File: src/rtl/cla_word_sequencer.sv
// Purpose: drives one shared external W-bit CLA adder to do a WORDS*W-bit add/sub, one word per cycle, LS word first.
// Latency: out_valid rises WORDS cycles after the accept edge; the carry is registered between words.
// Backpressure: in_ready is high only in IDLE; the result is held in DONE until out_ready, and abort drops it.
module cla_word_sequencer #(
    parameter int W     = 16,
    parameter int WORDS = 4
) (
    input  logic               clk,
    input  logic               rst_n,
    input  logic               in_valid,
    output logic               in_ready,
    input  logic [W*WORDS-1:0] in_a,
    input  logic [W*WORDS-1:0] in_b,
    input  logic               in_sub,
    input  logic               in_ci,
    input  logic               abort,
    output logic [W-1:0]       adder_a,
    output logic [W-1:0]       adder_b,
    output logic               adder_ci,
    input  logic [W-1:0]       adder_s,
    input  logic               adder_co,
    output logic               out_valid,
    input  logic               out_ready,
    output logic [W*WORDS-1:0] out_sum,
    output logic               out_co,
    output logic               out_ovf
);
    localparam int OPW   = W * WORDS;
    localparam int IDX_W = (WORDS > 1) ? $clog2(WORDS) : 1;
    localparam logic [IDX_W-1:0] LAST_IDX = IDX_W'(WORDS - 1);

    typedef enum logic [1:0] {IDLE, RUN, DONE} state_t;

    state_t           state;
    logic [IDX_W-1:0] idx;
    logic             carry_r;
    logic [OPW-1:0]   a_r;
    logic [OPW-1:0]   b_r;      // holds ~in_b for subtract
    logic [OPW-1:0]   sum_r;
    logic             co_r;
    logic             ovf_r;

    // Handshake flags decode registered state only; no path from in_valid/out_ready.
    assign in_ready  = (state == IDLE);
    assign out_valid = (state == DONE);
    assign out_sum   = sum_r;
    assign out_co    = co_r;
    assign out_ovf   = ovf_r;

    // Feed the current word to the adder during RUN; hold its inputs at zero otherwise.
    always_comb begin
        adder_a  = '0;
        adder_b  = '0;
        adder_ci = 1'b0;
        if (state == RUN) begin
            adder_a  = a_r[W*int'(idx) +: W];
            adder_b  = b_r[W*int'(idx) +: W];
            adder_ci = carry_r;
        end
    end

    // Sequencer: accept, step one word per cycle capturing the adder return, hold result until consumed.
    always_ff @(posedge clk or negedge rst_n) begin
        if (!rst_n) begin
            state   <= IDLE;
            idx     <= '0;
            carry_r <= 1'b0;
            a_r     <= '0;
            b_r     <= '0;
            sum_r   <= '0;
            co_r    <= 1'b0;
            ovf_r   <= 1'b0;
        end else if (abort) begin
            // Partial result is left in sum_r; out_valid alone tells the consumer it is not valid.
            state <= IDLE;
            idx   <= '0;
        end else begin
            case (state)
                IDLE: begin
                    if (in_valid) begin
                        a_r     <= in_a;
                        b_r     <= in_sub ? ~in_b : in_b;
                        carry_r <= in_sub ? ~in_ci : in_ci;
                        idx     <= '0;
                        state   <= RUN;
                    end
                end
                RUN: begin
                    sum_r[W*int'(idx) +: W] <= adder_s;
                    carry_r                 <= adder_co;
                    if (idx == LAST_IDX) begin
                        // Last word: adder_s[W-1] is the MSB of the full-width result.
                        co_r  <= adder_co;
                        ovf_r <= (a_r[OPW-1] == b_r[OPW-1]) && (adder_s[W-1] != a_r[OPW-1]);
                        idx   <= '0;
                        state <= DONE;
                    end else begin
                        idx <= idx + IDX_W'(1);
                    end
                end
                DONE: begin
                    if (out_ready) begin
                        state <= IDLE;
                    end
                end
                default: state <= IDLE;
            endcase
        end
    end
endmodule

File: config.mk
export PLATFORM = sky130hd
export DESIGN_NAME = cla_word_sequencer
export DESIGN_NICKNAME = d
export VERILOG_FILES = /design/src/rtl/cla_word_sequencer.sv
export SDC_FILE = /design/constraint.sdc
export NUM_CORES = 1
export LEC_CHECK = 0
export ABC_AREA = 0
export BUFFER_PORTS_ARGS = -buffer_cell sky130_fd_sc_hd__buf_2
export CAP_MARGIN = 0
export CORE_AREA = 2 2 164 166
export DETAILED_ROUTE_END_ITERATION = 8
export DIE_AREA = 0 0 166 168
export HOLD_SLACK_MARGIN = 0.12
export PLACE_DENSITY = 0.61
export SYNTH_ARGS = -nofsm -noshare
export SYNTH_HDL_FRONTEND = slang
export SYNTH_SLANG_ARGS = --single-unit
File: constraint.sdc
create_clock -name clk -period 5.4 [get_ports clk]
set_input_delay 0 -clock clk [delete_from_list [all_inputs] [get_ports clk]]
set_output_delay 0 -clock clk [all_outputs]
set_load 0.02 [all_outputs]
==> results of run 1 <==
[routing by layer]
layer  wire [um]  vias to the layer above  part of all wire, %
li1            -                     3203                    -
met3        1081                       40                  4.5
met5           0                        -                    0
met1       10600                     3375                   44
met4         623                        0                  2.6
met2       11980                      213                   49
[worst reg2reg max path: cells and delay by family, from the launching register on]
family / cells / cell delay (ps)
AND/OR/NAND/NOR: 2 / 1780
flip-flops: 1 / 790
adder cells (fa/ha/maj): 1 / 360
buffers and inverters: 1 / 260
AO/OA/AOI/OAI: 1 / 250
[cell families (layout without fill, tap and decap cells)]
logic type	after synthesis	in the layout	share of synthesized area [%]
adder cells (fa/ha/maj)	6	6	0.8359
AND/OR/NAND/NOR	124	124	7.370
buffers and inverters	59	448	3.274
AO/OA/AOI/OAI	135	135	10.23
XOR/XNOR	65	65	6.339
multiplexers	100	100	16.51
flip-flops	199	199	55.45
[how the worst max path moves through the flow]
stage / start / end / slack (ps) / cells after the start
final: idx[1]$_DFFE_PN0P_ / out_sum[5]$_DFFE_PN0P_ / 1900 / 5
after global routing: idx[1]$_DFFE_PN0P_ / out_sum[3]$_DFFE_PN0P_ / 1590 / 5
after CTS: idx[1]$_DFFE_PN0P_ / out_sum[5]$_DFFE_PN0P_ / 1870 / 5
after detailed placement: idx[1]$_DFFE_PN0P_ / out_sum[5]$_DFFE_PN0P_ / 1890 / 5
after global placement: idx[1]$_DFFE_PN0P_ / out_sum[9]$_DFFE_PN0P_ / 1920 / 5
after floorplan: idx[1]$_DFFE_PN0P_ / out_sum[48]$_DFFE_PN0P_ / 3120 / 6
[final cells by class]
type | count | area share, %
flip-flops and latches | 199 | 39.44
multi-input cells | 430 | 29.48
repair buffers | 411 | 22.61
well taps | 341 | 3.377
clock buffers | 17 | 3.367
clock inverters | 15 | 1.575
inverters | 5 | 0.1486
[timing repair]
action / CTS / global route
hold endpoints to repair: 294 / 0
resized for setup: 0 / 0
buffers inserted: 0 / 0
hold buffers: 151 / 0
[power groups by stage]
stage	clock network (mW)	registers [mW]	logic, mW
6_report	1.33	1.83	0.794
2_1_floorplan	0	1.85	0.462
5_1_grt	1.43	1.86	0.868
3_5_place_dp	0	1.86	0.712
3_3_place_gp	0	1.85	0.700
4_1_cts	1.36	1.83	0.800
[registers in the layout (all words and copies together), names as in the netlist]
register and count:
a_r 64, b_r 64, out_sum 64, idx 2
state 2, carry_r 1, out_co 1, out_ovf 1
[metrics by stage]
| stage | worst slack (ps) | hold slack [ps] | power, mW |
|---|---|---|---|
| final | 1904 | 211.3 | 3.949 |
| after global routing | 1586 | 282.7 | 4.150 |
| after CTS | 1867 | 217.4 | 3.990 |
| after detailed placement | 1888 | 131.4 | 2.568 |
| after global placement | 1925 | 134.9 | 2.551 |
| after floorplan | 3117 | -295.6 | 2.314 |
[synth_stat cells (2+ instances only)]
master	n	area, um2
dfrtp_1	199	4980
nor2_1	70	262.8
a21oi_1	67	335.3
mux2_2	65	732.0
a22o_1	64	560.5
xnor2_1	64	560.5
and2_1	32	200.2
mux4_2	32	720.7
buf_2	31	155.2
clkbuf_1	13	48.80
buf_4	7	52.55
ha_1	6	75.07
inv_1	5	18.77
nand4bb_1	4	45.04
mux2i_1	3	30.03
nand2_1	3	11.26
nor3_1	3	15.01
o21ai_0	3	15.01
buf_1	2	7.510
nand2b_1	2	12.51
nor2b_1	2	12.51
==> results by stage, run 1 <==
Final layout:
- Leaving out fill and tap cells, the most frequent cell in the layout is buf_2.
- In the layout the commonest cells are 250 x buf_2, 197 x dfrtp_1, 151 x dlygate4sd3_1.
- The sequential standard cell area is between 4000 and 5000 um2.
- The number of nets in the final layout is ~1,200.
- The filler-free cell count of the finished design is between 1,000 and 1,500.
- From synthesis to final layout, the design area changed by 40.67%.
- The number of antenna diodes is 0.
- The final core area utilization is 47.94%.
- Of the cells placed in the final design, the portion with a size suffix greater than 1 is a little under two fifths.
- After filler insertion, the fill cell instance count of the layout stands at 2,333.
- After routing the design area is 12,630 um2.
- The multi-input gate area in the final layout is between 3000 and 4000 um2.

Global route:
- The overall global routing resource usage is between 10% and 20%.
- For this run, global-route usage on met3 was measured as about 3.3%.
- For met2 alone, demand over resource in global routing was roughly 30%.
- The largest net degree at the start of global routing is 193.
- For this run, global-route usage on met1 was measured as approximately 22%.
- The sum of overflow across all layers after global routing is 0.
- The number of antenna violations at the first check in global routing was 0.
- The layer with the highest usage is met2.
- The via count of the first global-routing pass is 7,140.
- The wire length of the first global-routing pass is between 30,000 and 40,000 um.

Setup path:
- The slack of the worst reg-to-reg path is ~1900 ps.
- The number of cells on the worst reg-to-reg path is 5.
- The startpoint of the most critical register-to-register path is idx[1]$_DFFE_PN0P_.
- The worst register-to-register path ends at out_sum[5]$_DFFE_PN0P_.
- The category of the critical setup timing path is reg -> reg.
- In this run the worst path has a maximum fanout of 37.
- STA puts the critical path data arrival time at slightly below 4000 ps.
- The worst setup path is launched from a flop.
- The top cell family by delay on the critical path is simple AND/OR/NAND/NOR gates.
- The slowest library cell on the worst path is nor4b_4.
- For this run, the slowest stage of the critical path takes between 1000 and 1500 ps.
- The required time at the endpoint of the critical path is 5760 ps.
- The combined buffer and inverter count along the critical path is 1.
- Traced cell by cell, the critical path runs through inv_1 > ha_1 > nand4bb_1 > nor4b_4 > a22o_1.
- STA classifies the critical path endpoint as a flop.

Detailed routing:
- Dividing the detail-routed wire length by the instance count gives between 15 and 20 um.
- The post-detailed-routing wire length is about 24,000 um.
- For this run, design rule violations remaining after detail routing come to 0.
- In this run the remaining antenna-violating nets after routing total 0.
- Across all layers, the routed design uses 6,831 vias.
- The count of TritonRoute iterations in the first routing pass is 4.
- In the routed layout, each cell is associated on average with a via count of just under 5.
- The first routing iteration left between 200 and 300 violations.

Yosys:
- Synthesis inferred 199 register bits.
- Summing the sequential cell areas from Yosys gives between 50% and 60% of the chip area.
- Each instance of the synthesized netlist takes up on average ~13 um2.
- The count of cell types in the netlist is 32.
- After synthesis the cells add up to 8981 um2.
- Counting every net in the synthesized netlist gives ~850.
- Synthesis produced a netlist whose cell count is 688.
- The synthesized design contains 0 enable-type register cells.
- After synthesis, the share of flip-flops with an asynchronous set or reset is 100.0%.
- The predominant post-synthesis flop cell is dfrtp_1.
- For this run, the number of Yosys warnings is 0.

CTS:
- The clock passes through at most 2 buffers.
- The maximum level of the CTS H-tree is 4.
- The clock slew at the register clock pins of the worst setup and hold paths is around 80 ps.
- The number of sinks on the clock net is around 200.
- The clock latency of the later-clocked register in the worst-skew pair is 430 ps.
- The CTS tree is yes.
- The tree is rooted in a clkbuf_16.
- The number of buffers inserted during clock tree synthesis is 17.

Placement:
- The count of buffers from port buffering is approximately 250.
- Detailed placement ended at an HPWL of 15,100 um.
- After detailed placement, the design holds a cell count of 1,235.
- In this run the cell area measured after placement is between 10,000 and 15,000 um2.
- The congestion estimate from routability-driven global placement came to between 0.7 and 0.8.

STA:
- On the final layout, the worst clock skew is 15.44 ps.
- The worst slew slack as a fraction of its limit is between 20 and 30%.
- The count of pins over their slew limit came to 0.
- The share of the clock period used by the worst path after layout is 64.74%.
- The number of endpoints with negative hold slack in the final report came to 0.
- The worst-margin pin slew is about 1100 ps.
- Summed over all failing endpoints, the final setup total negative slack is 0 ps.
- For this run, the top clock speed supported by timing is roughly 290 MHz.
- The final setup violation count is 0.
- The worst path in the final design needs a cycle of roughly 3500 ps, including I/O delays and setup.
- Setup repair after global routing left no endpoint under its margin.

Flow run:
- The count of max-cap constraint violations is 0.

Power and ir drop:
- The static power due to leakage is 5.741 nW.
- In this run the power density over the cells is roughly 310 nW/um2.
- The register share of total power is between 40 and 50%.
- The switching power total is roughly 1.2 mW.
- The worst vdd rail ir drop is between 0.0002 and 0.00025 V.
- The fraction of power consumed by combinational cells is about a fifth.
- The cell internal power dissipation is ~2.8 mW.
- The net switching fraction of the power is between 20% and 30%.
- Of the total power, the clock network draws around a third.

Status:
- The run finished with clean final reports.

Floorplanning:
- The starting utilization of the core area is between 30% and 40%.
- The I/O pin count is 253.
- The die is 166 um wide.
- The vertical extent of the die is between 150 and 200 um.
- After floorplanning, the core was divided into 60 placement rows.
- The area inside the core boundary is between 20,000 and 30,000 um2.
- The full die area is between 20,000 and 30,000 um2.

Min path:
- The worst hold path class is in -> async.
Power figures use the tool's default switching activity.
==> run 2: changes to the inputs <==
Settings changed: ABC_AREA 0 to 1, CORE_AREA 2 2 164 166 to 2 2 175 177, DIE_AREA 0 0 166 168 to 0 0 177 179, PLACE_DENSITY 0.61 to 0.6.
Clock period 5.4 ns to 3.37 ns, I/O delays scaled along.
==> run 2 against run 1 <==
  * Clock skew down 3.1 ps
  * Global-route usage up 2.0 points
  * Synthesized cell count up 96%
  * Setup slack worse by 1300 ps
  * Clock power up 47%
  * Count of clock-buffer cells in the layout unchanged
  * Area after synthesis up 14%
  * Core utilization down 2.1 points
  * Routed wire length up 26%
  * Via count up 40%
  * Largest cell class unchanged
==> results by stage, run 2 <==
Yosys:
- The synthesized design contains 0 enable-type register cells.
- The synthesized design spends more area on one cell type than any other, namely dfrtp_1.
- The post-synthesis average cell area is about 7.6 um2.
- The instance count of the mapped netlist is about 1,400.
- The Yosys step of the flow raised 0 warnings.
- After synthesis, flip-flops and latches occupy around half of the total area.
- The predominant post-synthesis flop cell is dfrtp_1.
- The count of cell types in the netlist is 22.
- The netlist area before placement is 10,260 um2.
- The number of register bits inferred by synthesis is between 150 and 200.
- Ranked by instance count, the synthesized netlist is headed by 448 x nand2_1, 220 x inv_1, 199 x dfrtp_1.
- After synthesis, the cell types taking the most area are dfrtp_1 49%, nand2_1 16%, inv_1 8.1%, o21ai_1 6.0%, xnor2_1 5.5%.
- The fraction of synthesized cell area taken by the top area cell type is between 40% and 50%.
- The proportion of register bits with asynchronous set or reset after synthesis is 100.0%.
- The net count of the mapped netlist is 1,508.
- The most frequent cell after synthesis is nand2_1.

Final layout:
- The most frequent standard cell in the layout excluding fill and tap cells is nand2_1.
- The top cell types in the final layout, fill and taps aside, are 448 x nand2_1, 250 x buf_2, 220 x inv_1.
- The finished cells cover between 10,000 and 15,000 um2.
- The growth of design area from synthesis to finish is 34.14%.
- The fraction of final layout cells sized beyond drive strength 1 is approximately 18%.
- The multi-input combinational cells in the finished layout cover a total of between 3000 and 4000 um2.
- The count of cells in the finished layout, fillers not included, comes to about 2,100.
- After the last flow step, the layout net total stands at ~1,900.
- At the end of the flow the core is filled with cells to approximately 46%.
- Registers take between 4000 and 5000 um2.
- The final-layout fill cell count is approximately 3,000.

Setup path:
- For the worst setup path, the data required time is 3690 ps.
- The category of the critical setup timing path is reg -> reg.
- The arrival time at the worst endpoint is about 3100 ps.
- The worst setup path is captured at a flop.
- The largest fanout on the critical path is 19.
- The sort of element at the start of the critical path is a flop.

Min path:
- The worst hold path belongs to the class in -> async.

Status:
- The flow ran to the end, and the final reports show no timing, DRC or antenna violations.

CTS:
- In this run the number of H-tree levels came out at 4.
- TritonCTS built the clock tree.
- For this design, the sink count on the clock tree is just under 200.
- The number of buffers inserted during clock tree synthesis is 17.
- The root buffer cell is clkbuf_16.
- The clock latency of the later-clocked register in the worst-skew pair is ~430 ps.
- The largest buffer count on any clock path is 2.
- Clock-pin slew was measured on the worst setup and hold paths at about 80 ps.

Detailed routing:
- After detailed routing, the average wire length per cell comes to approximately 15 um.
- After detailed routing, the total wire length is between 30,000 and 40,000 um.
- The detailed-route via count is roughly 9,600.
- The count of TritonRoute iterations in the first routing pass is 5.
- The detailed router finished its first iteration with roughly 700 violations.
- The count of nets left with antenna violations once routing finished came out at 0.
- After detailed routing, the number of vias per cell comes to ~4.5.
- After detailed routing, the number of remaining DRC violations is 0.

Power and ir drop:
- The static power due to leakage is ~7.4 nW.
- The cell internal power dissipation is about 4.4 mW.
- The total design power is ~6.6 mW.
- The clock network is responsible for a little under 30% of the overall power.
- The worst vdd rail ir drop is ~0.00029 V.
- The share of total power dissipated in combinational logic is 25.3%.
- In this run the power spent charging and discharging nets is 2.197 mW.
- In this run switching power makes up between 30% and 40% of total power.
- The areal power density over the cells is between 400 and 500 nW/um2.
- Sequential cells account for 45.1% of the total power.

STA:
- Static timing analysis puts the maximum clock frequency at between 300 and 400 MHz.
- The worst slew slack as a fraction of its limit is a little under a third.
- Subtracting the final worst setup slack from the clock period gives roughly 2800 ps.
- The number of endpoints with negative hold slack in the final report is 0.
- The final critical path takes up 81.96% of the cycle.
- Adding up every negative setup slack in the final design gives 0 ps.
- The worst hold margin is between 150 and 200 ps.
- The final setup violation count is 0.
- Clock skew on the completed layout was measured at about 12 ps.
- The final setup slack of the worst path is approximately 610 ps.
- The count of pins over their slew limit is 0.
- At the pin with the least slew margin, the transition time is between 1000 and 1500 ps.
- Setup repair after global routing left no endpoint under its margin.

Floorplanning:
- From bottom edge to top edge, the die measures about 180 um.
- The area inside the core boundary is roughly 30,000 um2.
- The total number of placement rows is 64.
- The full die area is around 32,000 um2.
- The die extent in x is roughly 180 um.
- The starting utilization of the core area is 34.16%.
- During I/O placement, the number of pins put on the boundary was approximately 250.

Placement:
- Counting tap cells, the placed design contains a total of 1,928 instances.
- The final HPWL from detailed placement is roughly 20,000 um.
- The total cell area at the placement stage is ~12,000 um2.
- The count of buffers from port buffering is roughly 250.
- The placer congestion estimate is between 0.8 and 0.9.
- Timing analysis after detailed placement gives a worst setup slack of roughly 900 ps.

Global route:
- The number of antenna violations at the first check in global routing came to 2.
- Global routing used between 15 and 20% of the available tracks across all layers.
- The via count of the first global-routing pass is slightly above 9,000.
- Entering global routing, the biggest net connects 175 pins.
- The wire length of the first global-routing pass is between 40,000 and 50,000 um.
- For this run the aggregate overflow at the end of global routing stands at 0.

Flow run:
- The count of max-cap constraint violations is 0.
run 2: kinds of logic after synthesis:
logic type / after synthesis / share of synthesized area [%]
simple gates: 578 / 22.57
xor+xnor: 64 / 5.465
compound gates: 201 / 9.990
flops: 199 / 48.55
buf+inv: 302 / 12.70
fa+ha+maj: 6 / 0.7319
run 2: cell type report:
class                           instances  share of cell area [%]
Sequential cell                       199                   36.22
Multi-Input combinational cell        849                   28.94
Timing Repair Buffer                  416                   21.25
Inverter                              221                   6.029
Tap cell                              396                   3.601
Clock buffer                           17                   3.092
Clock inverter                         13                  0.8457
Antenna cell                            1                 0.01819
run 2: layer usage:
| layer | global-route usage, % | vias up | routed length [um] |
|---|---|---|---|
| met5 | 0 | - | 13 |
| li1 | - | 4792 | - |
| met3 | 2.905 | 46 | 1495 |
| met2 | 32.43 | 289 | 14580 |
| met1 | 25.80 | 4425 | 13880 |
| met4 | 6.577 | 2 | 692 |
run 2: power by group through the flow:
stage	clock, mW	sequential [mW]	combinational [mW]
after global placement	0	3.02	1.51
after floorplan	0	3.05	0.989
after detailed placement	0	3.02	1.54
final	1.95	2.98	1.67
after CTS	2.02	2.98	1.68
after global routing	2.10	3.03	1.90
run 2: repair_timing:
action	4_1_cts	5_1_grt
setup buffers	0	0
gates resized for setup	0	0
hold buffers	153	0
hold endpoints to repair	276	0
run 2: final timing paths:
check,cells past startpoint,slack (ps),startpoint,end
worst max register to register,6,610,state[0]$_DFFE_PN0P_,carry_r$_DFFE_PN0P_
worst max-delay path,6,610,state[0]$_DFFE_PN0P_,carry_r$_DFFE_PN0P_
max in group asynchronous,3,2250,rst_n,b_r[28]$_DFFE_PN0P_
worst min register to register,2,480,out_sum[47]$_DFFE_PN0P_,out_sum[47]$_DFFE_PN0P_
worst min-delay path,2,190,rst_n,a_r[43]$_DFFE_PN0P_
min in group clk,4,340,in_a[35],a_r[35]$_DFFE_PN0P_
run 2: worst max-delay path, stage by stage (launching register included):
cell           delay (ps)
dfrtp_1               530
nand2_1               660
nand3_1               200
nand2_1               120
dlygate4sd3_1         550
nand2_1                50
dlygate4sd3_1         540
